### config.mk
export PLATFORM = sky130hd
export DESIGN_NAME = riscv_alu
export DESIGN_NICKNAME = d
export VERILOG_FILES = /design/src/rtl/alu_pkg.sv /design/src/rtl/alu_comb.sv /design/src/rtl/riscv_alu.sv
export SDC_FILE = /design/constraint.sdc
export NUM_CORES = 1
export LEC_CHECK = 0
export ABC_AREA = 1
export CAP_MARGIN = 20
export CORE_MARGIN = 5
export CORE_UTILIZATION = 42
export CTS_CLUSTER_DIAMETER = 80
export DETAILED_ROUTE_END_ITERATION = 16
export GPL_TIMING_DRIVEN = 0
export PLACE_DENSITY = 0.57
export SYNTH_ARGS = -nofsm -noshare
export SYNTH_HDL_FRONTEND = slang
export SYNTH_SLANG_ARGS = --single-unit
### constraint.sdc
create_clock -name clk -period 8.4 [get_ports clk]
set_input_delay 1.68 -clock clk [delete_from_list [all_inputs] [get_ports clk]]
set_output_delay 1.68 -clock clk [all_outputs]
set_load 0.05 [all_outputs]
### src/rtl/alu_pkg.sv
`default_nettype none
// ============================================================================
// Module      : alu_pkg
// Description : Shared definitions for the execute-stage integer ALU:
//               operation select encoding and default datapath width.
// Revision    : 1.0 - initial release
// ============================================================================
package alu_pkg;

    // Default operand/result width of the integer datapath.
    localparam int ALU_WIDTH = 32;

    // 4-bit operation select codes driven by ALU control.
    typedef enum logic [3:0] {
        ALU_AND  = 4'b0000,
        ALU_OR   = 4'b0001,
        ALU_ADD  = 4'b0010,
        ALU_XOR  = 4'b0011,
        ALU_SLL  = 4'b0100,
        ALU_SRL  = 4'b0101,
        ALU_SUB  = 4'b0110,
        ALU_SRA  = 4'b0111,
        ALU_SLT  = 4'b1000,
        ALU_SLTU = 4'b1001
    } alu_op_e;

endpackage
`default_nettype wire

### src/rtl/alu_comb.sv
`default_nettype none
// ============================================================================
// Module      : alu_comb
// Description : Purely combinational ALU result and zero-flag logic.
//   Ports:
//     i_a      [WIDTH-1:0]  operand A
//     i_b      [WIDTH-1:0]  operand B / shift amount (low bits only)
//     i_sel    [3:0]        operation select (alu_op_e encoding)
//     o_result [WIDTH-1:0]  operation result
//     o_zero                1 when o_result is all zeros
// Revision    : 1.0 - initial release
// ============================================================================
module alu_comb
    import alu_pkg::*;
#(
    parameter int WIDTH = ALU_WIDTH
) (
    input  logic [WIDTH-1:0] i_a,
    input  logic [WIDTH-1:0] i_b,
    input  logic [3:0]       i_sel,
    output logic [WIDTH-1:0] o_result,
    output logic             o_zero
);

    localparam int c_SHW = $clog2(WIDTH);

    // Only the low log2(WIDTH) bits of B select the shift distance.
    logic [c_SHW-1:0] w_shamt;
    logic             w_lt_signed;
    logic             w_lt_unsigned;

    assign w_shamt       = i_b[c_SHW-1:0];
    assign w_lt_signed   = $signed(i_a) < $signed(i_b);
    assign w_lt_unsigned = i_a < i_b;

    always_comb begin
        o_result = '0;
        case (i_sel)
            ALU_AND:  o_result = i_a & i_b;
            ALU_OR:   o_result = i_a | i_b;
            ALU_ADD:  o_result = i_a + i_b;
            ALU_SUB:  o_result = i_a - i_b;
            ALU_XOR:  o_result = i_a ^ i_b;
            ALU_SLL:  o_result = i_a << w_shamt;
            ALU_SRL:  o_result = i_a >> w_shamt;
            ALU_SRA:  o_result = $unsigned($signed(i_a) >>> w_shamt);
            ALU_SLT:  o_result = {{(WIDTH-1){1'b0}}, w_lt_signed};
            ALU_SLTU: o_result = {{(WIDTH-1){1'b0}}, w_lt_unsigned};
            // Unassigned codes yield zero so branch logic sees zero=1.
            default:  o_result = '0;
        endcase
    end

    // Zero flag covers every operation, not just SUB.
    assign o_zero = (o_result == '0);

endmodule
`default_nettype wire

### src/rtl/riscv_alu.sv
`default_nettype none
// ============================================================================
// Module      : riscv_alu
// Description : Registered integer ALU for the execute stage. Result and
//               zero flag appear one clock after the operands are sampled.
//   Ports:
//     clk                  rising-edge clock
//     reset                synchronous active-high reset
//     rd1    [WIDTH-1:0]   operand A
//     rd2    [WIDTH-1:0]   operand B / shift amount
//     sel    [3:0]         operation select
//     ALUOut [WIDTH-1:0]   registered result
//     zero                 registered flag, 1 when ALUOut is all zeros
// Revision    : 1.0 - initial release
// ============================================================================
module riscv_alu
    import alu_pkg::*;
#(
    parameter int WIDTH = ALU_WIDTH
) (
    input  logic             clk,
    input  logic             reset,
    input  logic [WIDTH-1:0] rd1,
    input  logic [WIDTH-1:0] rd2,
    input  logic [3:0]       sel,
    output logic [WIDTH-1:0] ALUOut,
    output logic             zero
);

    logic [WIDTH-1:0] w_result;
    logic             w_zero;
    logic [WIDTH-1:0] r_result;
    logic             r_zero;

    alu_comb #(
        .WIDTH (WIDTH)
    ) u_alu_comb (
        .i_a      (rd1),
        .i_b      (rd2),
        .i_sel    (sel),
        .o_result (w_result),
        .o_zero   (w_zero)
    );

    // Zero is registered together with the result so the two never disagree.
    // Reset drives zero high to stay consistent with a cleared result.
    always_ff @(posedge clk) begin
        if (reset) begin
            r_result <= '0;
            r_zero   <= 1'b1;
        end else begin
            r_result <= w_result;
            r_zero   <= w_zero;
        end
    end

    assign ALUOut = r_result;
    assign zero   = r_zero;

endmodule
`default_nettype wire

==> reports/results.tsv, run 1 <==
metric	value	unit
status	finished, final reports clean	
drc	0	
seq_area	661	um2
initial_core_util	42.3	%
p_clk_share	14.7	%
cp_top_family	simple AND/OR/NAND/NOR gates	
synth.cell_area	0.0113	mm2
cts_num_sinks	33	
synth_fp_nets	2435	
net-switching-power	0.000666	W
wirelength	62200	um
antenna_found_initial	1	
cts_resized	0	
ir_worst_vdd	69.5	uV
io_buffers	100	
slowest_stage	clkdlybuf4s50_1	
cts_setup_buffers	0	
tns	0	ns
grt_pass1_vias	15011	
cp_max_fo	11	
core	0.0267	mm2
placed_area	0.0127	mm2
yosysTopAreaCell	nand2_1	
path_cells	clkdlybuf4s50_1 -> buf_2 -> inv_2 -> buf_4 -> buf_2 -> ha_1 -> buf_4 -> nor2_1 -> nand2_1 -> nand3_1 -> nand2_1 -> nand3_1 -> nand2_1 -> a21oi_1 -> nand3_1 -> nor2_1 -> nand2_1 -> nor2_1 -> nand2_1 -> nor2_1 -> nand3_1 -> nand2_1	
hold_class	in2reg	
grt_pass1_wl	90200	um
drive_gt1_share	5.69	%
pwr-share-comb	70.9	%
grt_max_degree	13	
critPathKind	in2reg	
cts_htree_levels	2	
avgRoutedWirePerCell	22.9	um
path_clk_slew	0.05	ns
cts_hold_buf	0	
worst-path-buf-inv	6	
critical_path_depth	22	
critPathRequiredTime	8.61	ns
grt_overflow	0	
worstMarginPinSlew	0.832	ns
ant_nets	0	
nNetsFinal	2542	
area_growth	13.9	%
maxCapViolCount	0	
yosys_register_bits	33	
final_max_slew_viol_count	0	
swShare	56.2	%
finalCritPeriodShare	69.2	%
die_height	174	um
grt_util_all_layers	39.0	%
cts_tree	built	
die_w	174	um
leakagePower	7.11	nW
vias	16100	
setup_viol	0	
cp_common_cell	nand2_1	
yosysMostFrequentCell	nand2_1	
firstDrtPassIters	7	
avgSynthCellArea	4.99	um2
worstPathArrival	6.02	ns
dp_hpwl	52500	um
synthTopCellsByArea	nand2_1, nand3_1, ha_1	
clockBufferDepth	2	
drtIter0Drc	2208	
end_kind	flop	
gp_congestion	1.08	
yosysSeqAreaShare	5.84	%
p_int	0.000519	W
synth_cells	2265	
slew_headroom	44.5	%
fillers	3088	
cts-root-buf	clkbuf_16	
via_per_inst	5.93	
async_flop_share	0	%
dieArea	0.0303	mm2
numCtsBuffers	5	
critPathLaunchType	input pin	
synth_top_area_share	23.7	%
io_pins	103	
rsz0062_at_grt	false	
fin_area	0.0129	mm2
synth_enable_flop_cells	0	
fmax	172	MHz
min_path_cells	2	
synth_ff_type	dfxtp_1	
cp_slowest_stage_delay	0.48	ns
power_density	92.1	mW/mm2
yosys-top-cells-count	nand2_1, nand3_1, inv_1	
multiInputGateArea	0.00886	mm2
final-hold-violation-count	0	
synth_cell_types	39	
fin_util	48.2	%
p_seq_share	14.5	%
rows	60	
ys_warn_count	0	
final.min_clock_period	5.82	ns
sequential cells by signal (all words and copies together), names as in the netlist:
name / cells
ALUOut: 32
zero: 1
power by group through the flow:
stage               clock network (W)  logic (W)  registers, W
floorplan                           0   0.000474      0.000216
global placement                    0   0.000802      0.000174
CTS                          0.000175   0.000810      0.000172
global route                 0.000182   0.000902      0.000173
detailed placement                  0   0.000806      0.000175
finish                       0.000174   0.000840      0.000171
logic make-up after synthesis:
kind of cell,Yosys count,synth area share [%]
fa+ha+maj,100,11.2
compound gates,162,8.26
flops,33,5.84
simple gates,1543,59.0
buf+inv,427,15.7
cell type report:
cell class | instances | share of cell area [%]
clock buffer | 6 | 1.00
sequential | 33 | 5.13
tap | 341 | 3.31
multi-input combinational | 1805 | 68.9
antenna | 1 | 0.0194
clock inverter | 2 | 0.0778
buffer | 105 | 4.41
timing repair buffer | 100 | 7.78
inverter | 322 | 9.41
stage by stage:
step | instances | power, W | hold slack, ns | setup slack, ns
after global placement | 2706 | 0.000977 | 2.07 | 2.45
after detailed placement | 2706 | 0.000981 | 2.06 | 2.47
after global routing | 2714 | 0.00126 | 1.81 | 2.39
after floorplan | 2265 | 0.000689 | 1.89 | 4.42
final | 2715 | 0.00119 | 1.79 | 2.58
after CTS | 2714 | 0.00116 | 1.78 | 2.73
path summary, 6_finish.rpt:
path	from	endpoint
hold / removal	reset	ALUOut[29]$_SDFF_PP0_
setup / recovery	rd2[2]	zero$_SDFF_PP1_
per-layer routing:
| metal | up-vias | part of all wire (%) | track usage (%) |
|---|---|---|---|
| met3 | 228 | 9.6 | 5.44 |
| met2 | 1028 | 45 | 65.0 |
| met1 | 7336 | 38 | 47.5 |
| li1 | 7508 | - | - |
| met5 | - | 0 | 0 |
| met4 | 0 | 8.0 | 23.8 |
cells in the final DEF (no fill, tap or decap), drive strengths merged:
cell type / instances
nor2: 230
fa: 2
nand2: 733
dfxtp: 33
clkbuf: 24
clkinv: 4
nand3b: 2
nand3: 510
o2111ai: 1
o221ai: 2
ha: 98
or2: 2
nor4: 2
a31oi: 7
nor3b: 1
a221oi: 1
clkdlybuf4s50: 100
a21oi: 76
o22ai: 15
nand4: 30
buf: 87
o211ai: 19
diode: 1
o21ai: 28
nor3: 30
inv: 320
and2: 3
o21bai: 13
(Power assumes the default switching activity.)
==> run 2: changes to the inputs <==
--- a/config.mk
+++ b/config.mk
@@ -12,7 +12,7 @@
 export CTS_CLUSTER_DIAMETER = 80
 export DETAILED_ROUTE_END_ITERATION = 16
 export GPL_TIMING_DRIVEN = 0
-export PLACE_DENSITY = 0.57
+export PLACE_DENSITY = 0.6
 export SYNTH_ARGS = -nofsm -noshare
 export SYNTH_HDL_FRONTEND = slang
 export SYNTH_SLANG_ARGS = --single-unit
==> constraint.sdc (replaced) <==
create_clock -name clk -period 5.3 [get_ports clk]
set_input_delay 1.06 -clock clk [delete_from_list [all_inputs] [get_ports clk]]
set_output_delay 1.06 -clock clk [all_outputs]
set_load 0.05 [all_outputs]
==> reports/results.tsv, run 2 (same netlist as run 1, synthesis figures left out) <==
metric	value	unit	change
status	finished, final reports clean		unchanged
grt_max_degree	13		unchanged
placed_area	0.0127	mm2	unchanged
die_height	174	um	unchanged
cts_htree_levels	2		unchanged
cts_resized	0		unchanged
critPathRequiredTime	5.51	ns	was 8.61 ns
slowest_stage	clkdlybuf4s50_1		unchanged
critPathKind	in2reg		unchanged
fmax	195	MHz	
grt_util_all_layers	39.3	%	was 39.0%
vias	15869		was 16,100
swShare	55.5	%	was 56.2%
cts_num_sinks	33		unchanged
maxCapViolCount	0		unchanged
firstDrtPassIters	6		was 7
cts_setup_buffers	0		unchanged
rsz0062_at_grt	false		unchanged
grt_pass1_vias	15139		was 15,011
cp_slowest_stage_delay	0.47	ns	was 0.48 ns
diodes	0		was 1
dp.cells	2706		unchanged
nNetsFinal	2542		unchanged
tns	0	ns	unchanged
drc	0		unchanged
drive_gt1_share	5.73	%	was 5.69%
critPathLaunchType	input pin		unchanged
instances_no_fill	2714		was 2,715
io_buffers	100		unchanged
worst-path-buf-inv	6		unchanged
ir_worst_vdd	116	uV	was 69.5 uV
holdWs	1.17	ns	was 1.79 ns
min_to	ALUOut[31]$_SDFF_PP0_		was ALUOut[29]$_SDFF_PP0_
p_clk_share	15.9	%	was 14.7%
via_per_inst	5.85		was 5.93
p_seq_share	14.3	%	was 14.5%
setup_viol	0		unchanged
end_kind	flop		unchanged
gp_congestion	1.08		about the same
avgRoutedWirePerCell	22.9	um	about the same
cts-root-buf	clkbuf_16		unchanged
slew_headroom	39.2	%	was 44.5%
dieArea	0.0303	mm2	unchanged
path_cells	clkdlybuf4s50_1 -> buf_2 -> inv_2 -> buf_4 -> buf_2 -> ha_1 -> buf_4 -> nand3_1 -> nand3_1 -> nand3_1 -> nand2_1 -> nand2_1 -> nand3_1 -> nand2_1 -> nor2_1 -> nand2_1 -> nor2_1 -> nand2_1 -> nor2_1 -> nand2_1 -> nor2_1 -> nand3_1 -> nand2_1		was clkdlybuf4s50_1 -> buf_2 -> inv_2 -> buf_4 -> buf_2 -> ha_1 -> buf_4 -> nor2_1 -> nand2_1 -> nand3_1 -> nand2_1 -> nand3_1 -> nand2_1 -> a21oi_1 -> nand3_1 -> nor2_1 -> nand2_1 -> nor2_1 -> nand2_1 -> nor2_1 -> nand3_1 -> nand2_1
worstPathArrival	5.34	ns	was 6.02 ns
power_density	148	mW/mm2	was 92.1 mW/mm2
largest_reg_flops	32		unchanged
fin_area	0.0129	mm2	about the same
grt_overflow	0		unchanged
wirelength	62200	um	about the same
final-hold-violation-count	0		unchanged
cp_common_cell	nand2_1		unchanged
leakagePower	7.12	nW	was 7.11 nW
hold_path.startpoint	reset		unchanged
io_pins	103		unchanged
fillers	3093		was 3,088
final.min_clock_period	5.13	ns	
path_clk_slew	0.05	ns	about the same
clockBufferDepth	2		unchanged
dp_hpwl	52700	um	was 52,500 um
initial_core_util	42.3	%	unchanged
core	0.0267	mm2	unchanged
numCtsBuffers	5		unchanged
cp_top_family	simple AND/OR/NAND/NOR gates		unchanged
drtIter0Drc	1773		was 2,208
cts_tree	built		unchanged
cp_max_fo	11		unchanged
p_int	0.000849	W	was 0.000519 W
rows	60		unchanged
finalCritPeriodShare	96.8	%	
grt_pass1_wl	90400	um	was 90,200 um
hold_class	in2reg		unchanged
layout_common_cells	nand2_1, nand3_1, inv_1		unchanged
die_w	174	um	unchanged
area_growth	14.0	%	was 13.9%
cts_hold_buf	0		unchanged
ant_nets	0		unchanged
min_path_cells	2		unchanged
worstMarginPinSlew	0.912	ns	was 0.832 ns
antenna_found_initial	0		was 1
pwr-share-comb	69.8	%	was 70.9%
final_max_slew_viol_count	0		unchanged
final_common_cell	nand2_1		unchanged
net-switching-power	0.00106	W	was 0.000666 W
## run 2: cell count changes in the layout (fill, tap and decap cells not counted)
cell      change
clkbuf_8      +2
clkinv_2      -1
diode_2       -1
clkbuf_1      -1
## run 2: final cells by class
class                           instances  area (um2)  share of cell area, %
Multi-Input combinational cell       1805        8860                   68.8
Buffer                                105         568                   4.41
Tap cell                              341         427                   3.31
Sequential cell                        33         661                   5.13
Clock buffer                            7         153                   1.18
Clock inverter                          1        5.00                 0.0388
Timing Repair Buffer                  100        1000                   7.77
Inverter                              322        1210                   9.40
## run 2: worst max-delay path by stage
stage               slack, ns  cells after the start    from         endpoint
floorplan                1.94                     23  rd2[2]  zero$_SDFF_PP1_
global placement         0.05                     22  rd2[2]  zero$_SDFF_PP1_
detailed placement       0.06                     22  rd2[2]  zero$_SDFF_PP1_
CTS                      0.35                     22  rd2[2]  zero$_SDFF_PP1_
global route             0.03                     22  rd2[2]  zero$_SDFF_PP1_
finish                   0.17                     23  rd2[2]  zero$_SDFF_PP1_
## run 2: per-stage QoR
| step | utilization (%) | setup WS (ns) | power (W) |
|---|---|---|---|
| finish | 48.2 | 0.167 | 0.00191 |
| global route | 48.2 | 0.0303 | 0.00203 |
| CTS | 48.2 | 0.346 | 0.00187 |
| detailed placement | 47.6 | 0.0640 | 0.00156 |
| global placement | 47.6 | 0.0493 | 0.00155 |
| floorplan | - | 1.94 | 0.00109 |
## run 2: routing by layer
layer,wire (um),global-route usage [%],up-vias,share of wire (%)
met5,0,0,-,0
met4,5020,25.6,0,8.1
met3,5920,6.15,217,9.5
met2,27900,65.2,949,45
met1,23400,47.1,7211,38
li1,-,-,7492,-
## run 2: power by group through the flow
stage / logic [W] / clock network (W) / registers, W
after detailed placement: 0.00128 / 0 / 0.000277
after global placement: 0.00127 / 0 / 0.000277
final: 0.00133 / 0.000303 / 0.000272
after CTS: 0.00129 / 0.000309 / 0.000272
after global routing: 0.00143 / 0.000320 / 0.000273
after floorplan: 0.000750 / 0 / 0.000342
==> run 3: changes to the inputs <==
--- a/config.mk
+++ b/config.mk
@@ -10,6 +10,7 @@
 export CORE_MARGIN = 5
 export CORE_UTILIZATION = 42
 export CTS_CLUSTER_DIAMETER = 80
+export CTS_CLUSTER_SIZE = 14
 export DETAILED_ROUTE_END_ITERATION = 16
 export GPL_TIMING_DRIVEN = 0
 export PLACE_DENSITY = 0.6
==> results of run 3 <==
Final layout, timing and power as in run 2 (identical DEF).
==> variant (flow settings as in run 2) <==
Register the output `ALUOut` once more, with the module's reset; this adds one clock of latency there. The other outputs are not delayed to match. Comments in the files are not updated.
--- a/src/rtl/riscv_alu.sv
+++ b/src/rtl/riscv_alu.sv
@@ -54,7 +54,13 @@
         end
     end
 
-    assign ALUOut = r_result;
+    always_ff @(posedge clk) begin
+        if (reset) begin
+            ALUOut <= '0;
+        end else begin
+            ALUOut <= r_result;
+        end
+    end
     assign zero   = r_zero;
 
 endmodule
Behaviour: not the same (a bounded check fails within 4 cycles, from zero or initial values and one cycle with reset high).
==> variant against run 2 <==
Critical path depth fell by 1; sequential cell count rose by 32; cell count rose by 8.5%; utilization rose by 0.27 points; area after synthesis rose by 11%; sequential power rose by 93%; cell area rose by 11%; worst setup slack improved by 0.13 ns; total power rose by 30%; wire length rose by 10%; non-clock buffer count rose by 2; critical path type unchanged; largest cell class unchanged.
==> variant: results (changes against run 2) <==
| Metric | Value |
|---|---|
| Nets | `2,719 (was 2,542)` |
| Clock Latency Late Sink | `0.33 ns` |
| Internal power | `1278 µW (was 848.6 µW)` |
| Total number of vias | `17,160 (was 15,870)` |
| Outcome | `complete, no violations (unchanged)` |
| Top FF cell, synth | `dfxtp_1 (unchanged)` |
| Max transition margin | `0.3976 (was 0.3923)` |
| Peak supply drop | `0.1631 mV (was 0.1155 mV)` |
| Hold path startpoint | `r_result[20] (was reset)` |
| Placed instance area | `14,030 µm² (was 12,730 µm²)` |
| Final wirelength | `68,640 µm (was 62,220 µm)` |
| CTS Buf Count | `9 (was 5)` |
| Post-synth top cells | `nand2_1, nand3_1, inv_1, nor2_1, ha_1 (unchanged)` |
| Worst Hold Class | `flip-flop to flip-flop (was input pin to flip-flop)` |
| Synth Warn # | `0 (unchanged)` |
| Pre-antenna DRT Iters | `7 (was 6)` |
| Worst-path maximum fanout | `11 (unchanged)` |
| Delay-heaviest family, CP | `buffers and inverters (was simple AND/OR/NAND/NOR gates)` |
| Clk slew on worst S/H paths | `0.05 ns (about the same)` |
| Biggest cell delay along the critical path | `0.48 ns` |
| Layout cell share with drive strength beyond 1 | `0.06578 (was 0.05731)` |
| Number of global-route vias before repair | `16,180 (was 15,140)` |
| Root Buffer | `clkbuf_16 (unchanged)` |
| Initial DRC count | `2,191 (was 1,773)` |
| Worst Setup SP | `rd2[4] (was rd2[2])` |
| Pleak | `0.007982 µW (was 0.007120 µW)` |
| Reg-to-reg slack, setup | `4.77 ns` |
| Initial antenna violation count | `2 (was 0)` |
| Postcts setup bufs | `0 (unchanged)` |
| GRT Resource Usage Total | `0.3985 (was 0.3931)` |
| Synth area leaders | `nand2_1, nand3_1, inv_1 (was nand2_1, nand3_1, ha_1)` |
| RD Place Congestion | `1.131 (was 1.082)` |
| CTS resizes | `0 (unchanged)` |
| First-pass GRT wire length | `100,300 µm (was 90,360 µm)` |
| Number of H-tree levels | `3 (was 2)` |
| Max Root-Sink Buffers | `2 (unchanged)` |
| Unique cell type count in the Yosys netlist | `41 (was 39)` |
| Fillers | `3,335 (was 3,093)` |
| Async set-or-reset flop fraction in the synthesized netlist | `0 (unchanged)` |
| Buffers on Ports | `102 (was 100)` |
| Mapped Nets | `2,606 (was 2,435)` |
| Die width | `182.6 µm (was 174.1 µm)` |
| Reg-to-Reg Start | `r_result[23]` |
| Hpwl dp | `57,250 µm (was 52,730 µm)` |
| Arrival time worst endpoint | `5.27 ns (was 5.34 ns)` |
| Sequential area share after synthesis | `0.1039 (was 0.05845)` |
| Slowest-stage cell, CP | `clkdlybuf4s50_1 (unchanged)` |
| Antenna diode count | `0 (unchanged)` |
-- variant: cell count changes after synthesis, sizes merged, moves of 5 or more --
cell	run 2	this run
inv	320	394
nand2	733	802
dfxtp	33	65
nor2	230	259
nand3	510	491
o211ai	19	11
nor3	30	23
o21bai	13	6
a21oi	76	70
nand4	30	35
o21ai	28	33
-- variant: cell families (layout without fill, tap and decap cells) --
logic type,Yosys count,in the layout,share of synthesized area
AOI/OAI and AO/OA,146,146,0.06537
xor gates and xnor gates,1,1,0.0006998
adders and majority gates,100,100,0.1011
buffers and inverters,500,618,0.1646
DFF,65,65,0.1039
and+or+nand+nor,1624,1624,0.5642
-- variant: worst paths after layout --
kind | endpoint | cells after the start
worst min-delay path | ALUOut[20] | 2
worst max-delay path | zero | 22
worst min register to register | ALUOut[20] | 2
worst max register to register | ALUOut[23] | 2
-- variant: stage by stage --
step	worst slack [ns]	hold slack, ns	utilization	cells
finish	0.2962	0.3986	0.4849	2944
global route	0.1240	0.4050	0.4849	2944
CTS	0.4878	0.3991	0.4849	2944
detailed placement	0.1599	0.3916	0.4745	2928
global placement	0.1351	0.3896	0.4745	2928
floorplan	1.862	0.3883	-	2436
-- variant: power groups by stage --
stage | logic (µW) | registers (µW) | clock network, µW
after global routing | 1450 | 529 | 618
after floorplan | 775 | 573 | 0
after detailed placement | 1300 | 536 | 0
final | 1360 | 526 | 585
after global placement | 1290 | 535 | 0
after CTS | 1300 | 526 | 590
-- variant: area by class of cell --
type                       instances  area share
multi-input combinational       1871      0.6388
inverter                         395      0.1036
timing repair buffer             102     0.07123
tap                              390     0.03404
sequential                        65     0.09078
buffer                           105     0.04015
clock inverter                     6    0.004714
clock buffer                      10     0.01667
-- variant: per-layer routing --
| layer | GRT usage | vias up | share of wire |
|---|---|---|---|
| met5 | 0 | - | 0.00050 |
| li1 | - | 7918 | - |
| met3 | 0.08152 | 300 | 0.11 |
| met2 | 0.6297 | 1182 | 0.43 |
| met1 | 0.4819 | 7760 | 0.37 |
| met4 | 0.2810 | 4 | 0.088 |
-- variant: worst min-delay path, delay by kind of cell (launching register included) --
family | cells | cell delay [ns]
simple gates | 1 | 0.03
buf+inv | 1 | 0.04
flops | 1 | 0.29
